===== src/rtl/weight_seq_ctrl_pkg.sv =====
// Shared types and constants for the clause-weight store controller.
package weight_ctrl_pkg;

  typedef enum logic [2:0] {IDLE, LOAD, EVAL, DRAIN, DONE} state_e;

  localparam int BEATS     = 5;
  localparam int W_BITS    = 9;
  localparam int BEAT_BITS = 256;
  localparam int BCNT_W    = (BEATS > 1) ? $clog2(BEATS) : 1;

  // Widest sum supported is 32 bits; callers truncate to their SUM_W.
  function automatic logic signed [31:0] sext_weight(input logic [W_BITS-1:0] w);
    return {{(32-W_BITS){w[W_BITS-1]}}, w};
  endfunction

endpackage


===== src/rtl/weight_seq_ctrl_if.sv =====
// Stream, store and command signals between the controller and its neighbours.
interface weight_seq_ctrl_if
  import weight_ctrl_pkg::*;
#(
  parameter int CLAUSEN = 10,
  parameter int SUM_W   = 16
);
  localparam int CW = $clog2(CLAUSEN) + 1;

  logic                       load_start;
  logic                       s_valid;
  logic [BEAT_BITS-1:0]       s_data;
  logic                       s_ready;
  logic                       start;
  logic [CW-1:0]              clauses;
  logic [CLAUSEN-1:0]         clause_fire;
  logic                       wa_valid;
  logic [BEAT_BITS-1:0]       wa_weight_write;
  logic [31:0]                wa_offset;
  logic [CW-1:0]              wa_clause_no;
  logic [W_BITS-1:0]          wa_weight;
  logic signed [SUM_W-1:0]    class_sum;
  logic                       done;
  logic                       busy;
  logic                       loaded;
  logic                       err;

  modport slave (
    input  load_start, s_valid, s_data, start, clauses, clause_fire, wa_weight,
    output s_ready, wa_valid, wa_weight_write, wa_offset, wa_clause_no,
           class_sum, done, busy, loaded, err
  );

  modport master (
    output load_start, s_valid, s_data, start, clauses, clause_fire, wa_weight,
    input  s_ready, wa_valid, wa_weight_write, wa_offset, wa_clause_no,
           class_sum, done, busy, loaded, err
  );

endinterface


===== src/rtl/weight_seq_ctrl_loader.sv =====
// Beat loader: accepts weight beats while enabled and registers the store write port.
module weight_beat_loader
  import weight_ctrl_pkg::*;
(
  input  logic                 clk,
  input  logic                 rst_n,
  input  logic                 load_go_i,
  input  logic                 s_valid_i,
  input  logic [BEAT_BITS-1:0] s_data_i,
  output logic                 s_ready_o,
  output logic                 load_last_o,
  output logic                 wa_valid_o,
  output logic [BEAT_BITS-1:0] wa_weight_write_o,
  output logic [31:0]          wa_offset_o
);
  logic [BCNT_W-1:0]    cnt_q, cnt_d;
  logic                 wa_valid_q, wa_valid_d;
  logic [BEAT_BITS-1:0] data_q, data_d;
  logic [31:0]          offset_q, offset_d;
  logic                 hs;

  assign s_ready_o   = load_go_i;
  assign hs          = load_go_i && s_valid_i;
  assign load_last_o = hs && (cnt_q == BCNT_W'(BEATS - 1));

  // Counter is held at zero outside a load so every image starts at offset 0.
  always_comb begin
    cnt_d      = load_go_i ? cnt_q : '0;
    data_d     = data_q;
    offset_d   = offset_q;
    wa_valid_d = hs;
    if (hs) begin
      data_d   = s_data_i;
      offset_d = 32'(cnt_q);
      cnt_d    = load_last_o ? '0 : cnt_q + BCNT_W'(1);
    end
  end

  always_ff @(posedge clk or negedge rst_n) begin
    if (!rst_n) begin
      cnt_q      <= '0;
      wa_valid_q <= 1'b0;
      data_q     <= '0;
      offset_q   <= '0;
    end else begin
      cnt_q      <= cnt_d;
      wa_valid_q <= wa_valid_d;
      data_q     <= data_d;
      offset_q   <= offset_d;
    end
  end

  assign wa_valid_o        = wa_valid_q;
  assign wa_weight_write_o = data_q;
  assign wa_offset_o       = offset_q;

endmodule


===== src/rtl/weight_seq_ctrl.sv =====
// Sequencer for the clause-weight store: image load, then per-pass weighted sum of firing clauses.
module weight_seq_ctrl
  import weight_ctrl_pkg::*;
#(
  parameter int CLAUSEN = 10,
  parameter int SUM_W   = 16
)(
  input  logic              clk,
  input  logic              rst_n,
  weight_seq_ctrl_if.slave  bus
);
  localparam int CW = $clog2(CLAUSEN) + 1;

  state_e                  state_q, state_d;
  logic [CW-1:0]           k_q, k_d;
  logic [CW-1:0]           clauses_q, clauses_d;
  logic [CLAUSEN-1:0]      fire_q, fire_d;
  logic signed [SUM_W-1:0] acc_q, acc_d;
  logic signed [SUM_W-1:0] class_sum_q, class_sum_d;
  logic                    loaded_q, loaded_d;
  logic                    err_q, err_d;
  logic                    load_last;
  logic                    start_ok;
  logic signed [SUM_W-1:0] w_ext;
  logic [CLAUSEN-1:0]      fire_prev, fire_cur;

  weight_beat_loader u_loader (
    .clk               (clk),
    .rst_n             (rst_n),
    .load_go_i         (state_q == LOAD),
    .s_valid_i         (bus.s_valid),
    .s_data_i          (bus.s_data),
    .s_ready_o         (bus.s_ready),
    .load_last_o       (load_last),
    .wa_valid_o        (bus.wa_valid),
    .wa_weight_write_o (bus.wa_weight_write),
    .wa_offset_o       (bus.wa_offset)
  );

  assign w_ext     = SUM_W'(sext_weight(bus.wa_weight));
  assign fire_prev = fire_q >> (k_q - CW'(1));
  assign fire_cur  = fire_q >> k_q;
  assign start_ok  = loaded_q && (bus.clauses >= CW'(1)) && (bus.clauses <= CW'(CLAUSEN));

  always_comb begin
    state_d     = state_q;
    k_d         = k_q;
    clauses_d   = clauses_q;
    fire_d      = fire_q;
    acc_d       = acc_q;
    class_sum_d = class_sum_q;
    loaded_d    = loaded_q;
    err_d       = err_q;
    unique case (state_q)
      IDLE: begin
        if (bus.load_start) begin
          loaded_d = 1'b0;
          err_d    = 1'b0;
          state_d  = LOAD;
        end else if (bus.start) begin
          if (start_ok) begin
            clauses_d = bus.clauses;
            fire_d    = bus.clause_fire;
            acc_d     = '0;
            k_d       = '0;
            state_d   = EVAL;
          end else begin
            err_d = 1'b1;
          end
        end
      end
      LOAD: begin
        if (load_last) begin
          loaded_d = 1'b1;
          state_d  = IDLE;
        end
      end
      EVAL: begin
        // Store data lags the index by one cycle, so accumulate clause k-1.
        if ((k_q != '0) && fire_prev[0]) acc_d = acc_q + w_ext;
        if (k_q == clauses_q - CW'(1)) state_d = DRAIN;
        else                           k_d     = k_q + CW'(1);
      end
      DRAIN: begin
        if (fire_cur[0]) acc_d = acc_q + w_ext;
        // Publish here so class_sum is already valid while done is high.
        class_sum_d = acc_d;
        state_d     = DONE;
      end
      DONE:    state_d = IDLE;
      default: state_d = IDLE;
    endcase
  end

  always_ff @(posedge clk or negedge rst_n) begin
    if (!rst_n) begin
      state_q     <= IDLE;
      k_q         <= '0;
      clauses_q   <= '0;
      fire_q      <= '0;
      acc_q       <= '0;
      class_sum_q <= '0;
      loaded_q    <= 1'b0;
      err_q       <= 1'b0;
    end else begin
      state_q     <= state_d;
      k_q         <= k_d;
      clauses_q   <= clauses_d;
      fire_q      <= fire_d;
      acc_q       <= acc_d;
      class_sum_q <= class_sum_d;
      loaded_q    <= loaded_d;
      err_q       <= err_d;
    end
  end

  assign bus.wa_clause_no = k_q;
  assign bus.class_sum    = class_sum_q;
  assign bus.done         = (state_q == DONE);
  assign bus.busy         = (state_q != IDLE);
  assign bus.loaded       = loaded_q;
  assign bus.err          = err_q;

endmodule


===== src/flat_wrapper.sv =====
// flat-port wrapper written by rule: the top's interface ports become plain ports
module weight_seq_ctrl_flat import weight_ctrl_pkg::*;
#(
  parameter int CLAUSEN = 10,
  parameter int SUM_W   = 16
)
  (clk, rst_n, bus_load_start, bus_s_valid, bus_s_data, bus_start, bus_clauses, bus_clause_fire, bus_wa_weight, bus_s_ready, bus_wa_valid, bus_wa_weight_write, bus_wa_offset, bus_wa_clause_no, bus_class_sum, bus_done, bus_busy, bus_loaded, bus_err);
  weight_seq_ctrl_if #(.CLAUSEN(CLAUSEN), .SUM_W(SUM_W)) bus_i ();
  input  logic clk;
  input  logic rst_n;
  input wire logic [$bits(bus_i.load_start)-1:0] bus_load_start;
  input wire logic [$bits(bus_i.s_valid)-1:0] bus_s_valid;
  input wire logic [$bits(bus_i.s_data)-1:0] bus_s_data;
  input wire logic [$bits(bus_i.start)-1:0] bus_start;
  input wire logic [$bits(bus_i.clauses)-1:0] bus_clauses;
  input wire logic [$bits(bus_i.clause_fire)-1:0] bus_clause_fire;
  input wire logic [$bits(bus_i.wa_weight)-1:0] bus_wa_weight;
  output wire logic [$bits(bus_i.s_ready)-1:0] bus_s_ready;
  output wire logic [$bits(bus_i.wa_valid)-1:0] bus_wa_valid;
  output wire logic [$bits(bus_i.wa_weight_write)-1:0] bus_wa_weight_write;
  output wire logic [$bits(bus_i.wa_offset)-1:0] bus_wa_offset;
  output wire logic [$bits(bus_i.wa_clause_no)-1:0] bus_wa_clause_no;
  output wire logic [$bits(bus_i.class_sum)-1:0] bus_class_sum;
  output wire logic [$bits(bus_i.done)-1:0] bus_done;
  output wire logic [$bits(bus_i.busy)-1:0] bus_busy;
  output wire logic [$bits(bus_i.loaded)-1:0] bus_loaded;
  output wire logic [$bits(bus_i.err)-1:0] bus_err;
  assign bus_i.load_start = bus_load_start;
  assign bus_i.s_valid = bus_s_valid;
  assign bus_i.s_data = bus_s_data;
  assign bus_i.start = bus_start;
  assign bus_i.clauses = bus_clauses;
  assign bus_i.clause_fire = bus_clause_fire;
  assign bus_i.wa_weight = bus_wa_weight;
  assign bus_s_ready = bus_i.s_ready;
  assign bus_wa_valid = bus_i.wa_valid;
  assign bus_wa_weight_write = bus_i.wa_weight_write;
  assign bus_wa_offset = bus_i.wa_offset;
  assign bus_wa_clause_no = bus_i.wa_clause_no;
  assign bus_class_sum = bus_i.class_sum;
  assign bus_done = bus_i.done;
  assign bus_busy = bus_i.busy;
  assign bus_loaded = bus_i.loaded;
  assign bus_err = bus_i.err;
  weight_seq_ctrl #(.CLAUSEN(CLAUSEN), .SUM_W(SUM_W)) u_core (.clk(clk), .rst_n(rst_n), .bus(bus_i));
endmodule

===== config.mk =====
export PLATFORM = sky130hd
export DESIGN_NAME = weight_seq_ctrl_flat
export DESIGN_NICKNAME = d
export VERILOG_FILES = /design/src/rtl/weight_seq_ctrl_pkg.sv /design/src/rtl/weight_seq_ctrl_if.sv /design/src/rtl/weight_seq_ctrl_loader.sv /design/src/rtl/weight_seq_ctrl.sv /design/src/flat_wrapper.sv
export SDC_FILE = /design/constraint.sdc
export NUM_CORES = 1
export LEC_CHECK = 0
export CAP_MARGIN = 10
export CORE_AREA = 10 10 224 226
export DETAILED_ROUTE_END_ITERATION = 10
export DIE_AREA = 0 0 234 236
export PLACE_DENSITY = 0.67
export SYNTH_ARGS = -nofsm -noshare
export SYNTH_HDL_FRONTEND = slang
export SYNTH_HIERARCHICAL = 1
export SYNTH_SLANG_ARGS = --single-unit
export TNS_END_PERCENT = 100

===== constraint.sdc =====
create_clock -name clk -period 3 [get_ports clk]
set_input_delay 0.6 -clock clk [delete_from_list [all_inputs] [get_ports clk]]
set_output_delay 0.6 -clock clk [all_outputs]
set_load 0.05 [all_outputs]

==> impl_results.md <==
* Worst-margin pin slew at 0.7794 ns
* Clk_lat worst skew at 0.54 ns
* CP endpoint kind: output port
* Clock-pin slew on the worst setup and hold paths at 0.06 ns
* Ys flop type: dfrtp_1
* # hold bufs at CTS at 0
* Syn Area/Cell at 14.92 um^2
* Largest stage delay, worst path at 0.82 ns
* Drt pass-1 iters at 5
* Worst Path Buf+Inv at 3
* Post-route ant nets at 0
* Leak at roughly 0.0097 uW
* Flop-to-flop setup slack at 0.36 ns
* Fin area at 22180 um^2
* Unrepaired setup endpoints after global routing: no
* Cell variety after synth at 59
* Fillcell total at 4019
* Via/cell ratio at 4.558
* Post-synth top cells: 320 x dfrtp_1, 200 x mux2_4, 76 x mux2_2
* Final period util at 0.9250
* Crit path launch: u_core/state_q[0]$_DFFE_PN0P_
* Cell area power density at 1096 nW/um^2
* Root Driver: clkbuf_16
* Buffers on Ports at 570
* Post-CTS sizing at 0
* Total CTS buffers at 38
* Die width at between 200 and 250 um
* Worst R2R Start: u_core/bus.wa_clause_no[0]$_DFFE_PN0P_
* Row count at 79
* Ports at 600
* Clk buf depth at 3
* Critical Path Start Type: flop
* Most common cell in the netlist: dfrtp_1
* Initial Util at 0.3211
* Hold Path Class: in -> async
* Layout area overhead at 50.56%
* CP max-delay cell: clkdlybuf4s50_1
* Max Cap Viol at 0
* HPWL after DPL at 40.67 mm
* Clock Skew at around 0.015 ns
* CTS tree: yes
* Crit path max fanout at 9
* Peak supply drop at between 0.6 and 0.7 mV
* Max-slew headroom at 0.4788
* CP top delay family: buffers and inverters
* Height of the chip at 236 um
* Synth Register Bits at 320
* Min Tclk post-route at 2.775 ns
* Required @ worst endpoint at 2.40 ns
* Synth top area cells: dfrtp_1 54%, mux2_4 20%, mux2_2 5.8%
* Slew Limit Fails at 0
* DRT Wirelength at 51.68 mm
* First-pass GRT wire length at 75.70 mm
* Dpl cell area at 20880 um^2
* Hold Violations, Final at 0
* Hold WS at about 0.017 ns
* Final #Nets at ~1900
* Yosys top cell area share at 0.5437
* Initial DRC count at 593
* Detailed-route DRC error count at 0
* Asr flop ratio synth at 1.000
* # Post-CTS Setup Buffers at 0
* FF-to-FF End: u_core/bus.class_sum[14]$_DFFE_PN0P_
* Core area at roughly 46000 um^2
* Pin count of the biggest net entering global routing at 74
* R2R cell count at 7
* Seq/Total Area, Yosys at 0.5437
* Post-synth top area cell: dfrtp_1
* Crit Path Class: reg -> out
* Status: completed
* Clk sinks at 320
* Layout cells sized above 1 at 0.2400
* Vias at about 10000
* All-Layer GR Usage at 0.1805
* Final GP Congestion at just over 0.9
* Vias in the first global route at 10914
* Per-cell routed wire length at 23.30 um
* Overflow after GRT at 0
* Htree depth at 2
* Die area at 55220 um^2
* CP cell instances: nor3_1, buf_4, inv_1, clkdlybuf4s50_1
* Arr. time, crit path at 2.17 ns
* Ys Warns at 6
* Post-synth EDFFs at 0
* Setup-failing EPs final at 0
* Cell Area, Synth at roughly 15000 um^2
* Achievable Freq at 360.4 MHz
* Syn Inst Count at 987
* Initial antenna violation count at 6
==> flip-flops by register name, indices dropped and copies added, names as in the netlist, 3 cells and up <==
name,cells
u_core/fire_q,10
u_core/u_loader/wa_offset_o,3
u_core/u_loader/cnt_q,3
u_core/clauses_q,5
u_core/bus.wa_clause_no,5
u_core/state_q,3
u_core/u_loader/wa_weight_write_o,256
u_core/bus.class_sum,16
u_core/acc_q,16
==> power breakdown <==
| group | total (uW) | switching, uW | internal (uW) |
|---|---|---|---|
| Combinational | 12800 | 7720 | 5060 |
| Clock | 4790 | 1880 | 2920 |
| Sequential | 6730 | 949 | 5780 |
==> metal layers <==
| layer | track usage | vias to the layer above | share of wire |
|---|---|---|---|
| met5 | 0 | - | 0.00087 |
| met4 | 0.03578 | 6 | 0.017 |
| met3 | 0.06446 | 66 | 0.087 |
| met2 | 0.3210 | 344 | 0.51 |
| met1 | 0.2030 | 5056 | 0.38 |
| li1 | - | 4638 | - |
==> placed cells by master, fill, tap and decap left out, types with 9 or more instances in the layout <==
master           count
xnor2_1             16
a21oi_1             21
mux2_2              76
o21ai_0             18
nor2_1              26
nand3_1             17
buf_4               29
conb_1              29
dfrtp_1            320
clkdlybuf4s50_1    568
ha_1                20
o211ai_1            19
inv_1               21
clkbuf_16           38
buf_12               9
nand2_1             44
mux2_4             200
==> worst register-to-register path: cells and delay by family (launching register included) <==
family	cells	cell delay, ns
DFF	1	0.38
and+or+nand+nor	2	0.87
AOI/OAI and AO/OA	3	0.74
buffers and inverters	1	0.20
muxes	1	0.35
==> through the flow <==
stage | std cells | worst slack [ns] | total power [uW] | setup TNS, ns | util
after floorplan | 1015 | 0.04644 | 15430 | 0 | -
after global placement | 2148 | 0.005250 | 19510 | 0 | 0.4552
after detailed placement | 2148 | -0.008108 | 19660 | -0.008108 | 0.4552
after CTS | 2215 | 0.1822 | 24600 | 0 | 0.4833
after global routing | 2215 | 0.1073 | 25290 | 0 | 0.4833
final | 2218 | 0.2250 | 24300 | 0 | 0.4835
==> cell families after synthesis <==
logic type | after synthesis | synth area share
AO/OA/AOI/OAI | 107 | 0.04911
XOR/XNOR | 22 | 0.01308
adder cells (fa/ha/maj) | 21 | 0.01835
buffers and inverters | 103 | 0.06210
flip-flops | 320 | 0.5437
multiplexers | 288 | 0.2728
other | 1 | 0.0002546
AND/OR/NAND/NOR | 125 | 0.04061
==> area by class of cell <==
cell class / instances / area [um^2] / share of cell area
clock inverters: 18 / 240.2 / 0.01083
repair buffers: 607 / 6098 / 0.2750
diodes: 3 / 7.507 / 0.0003385
clock buffers: 49 / 1052 / 0.04745
inverters: 22 / 98.84 / 0.004457
flip-flops and latches: 320 / 8008 / 0.3611
well taps: 607 / 759.5 / 0.03425
multi-input cells: 592 / 5911 / 0.2665
==> worst max-delay path by stage <==
stage / endpoint / slack [ns] / cells after the start
6_report: bus_busy / 0.23 / 4
5_1_grt: bus_busy / 0.11 / 4
4_1_cts: bus_busy / 0.18 / 4
3_5_place_dp: u_core/bus.class_sum[14]$_DFFE_PN0P_ / -0.008 / 10
3_3_place_gp: u_core/bus.class_sum[14]$_DFFE_PN0P_ / 0.005 / 10
2_1_floorplan: u_core/acc_q[11]$_DFFE_PN0P_ / 0.05 / 10
Note: power is estimated with default switching activity, not from simulation.
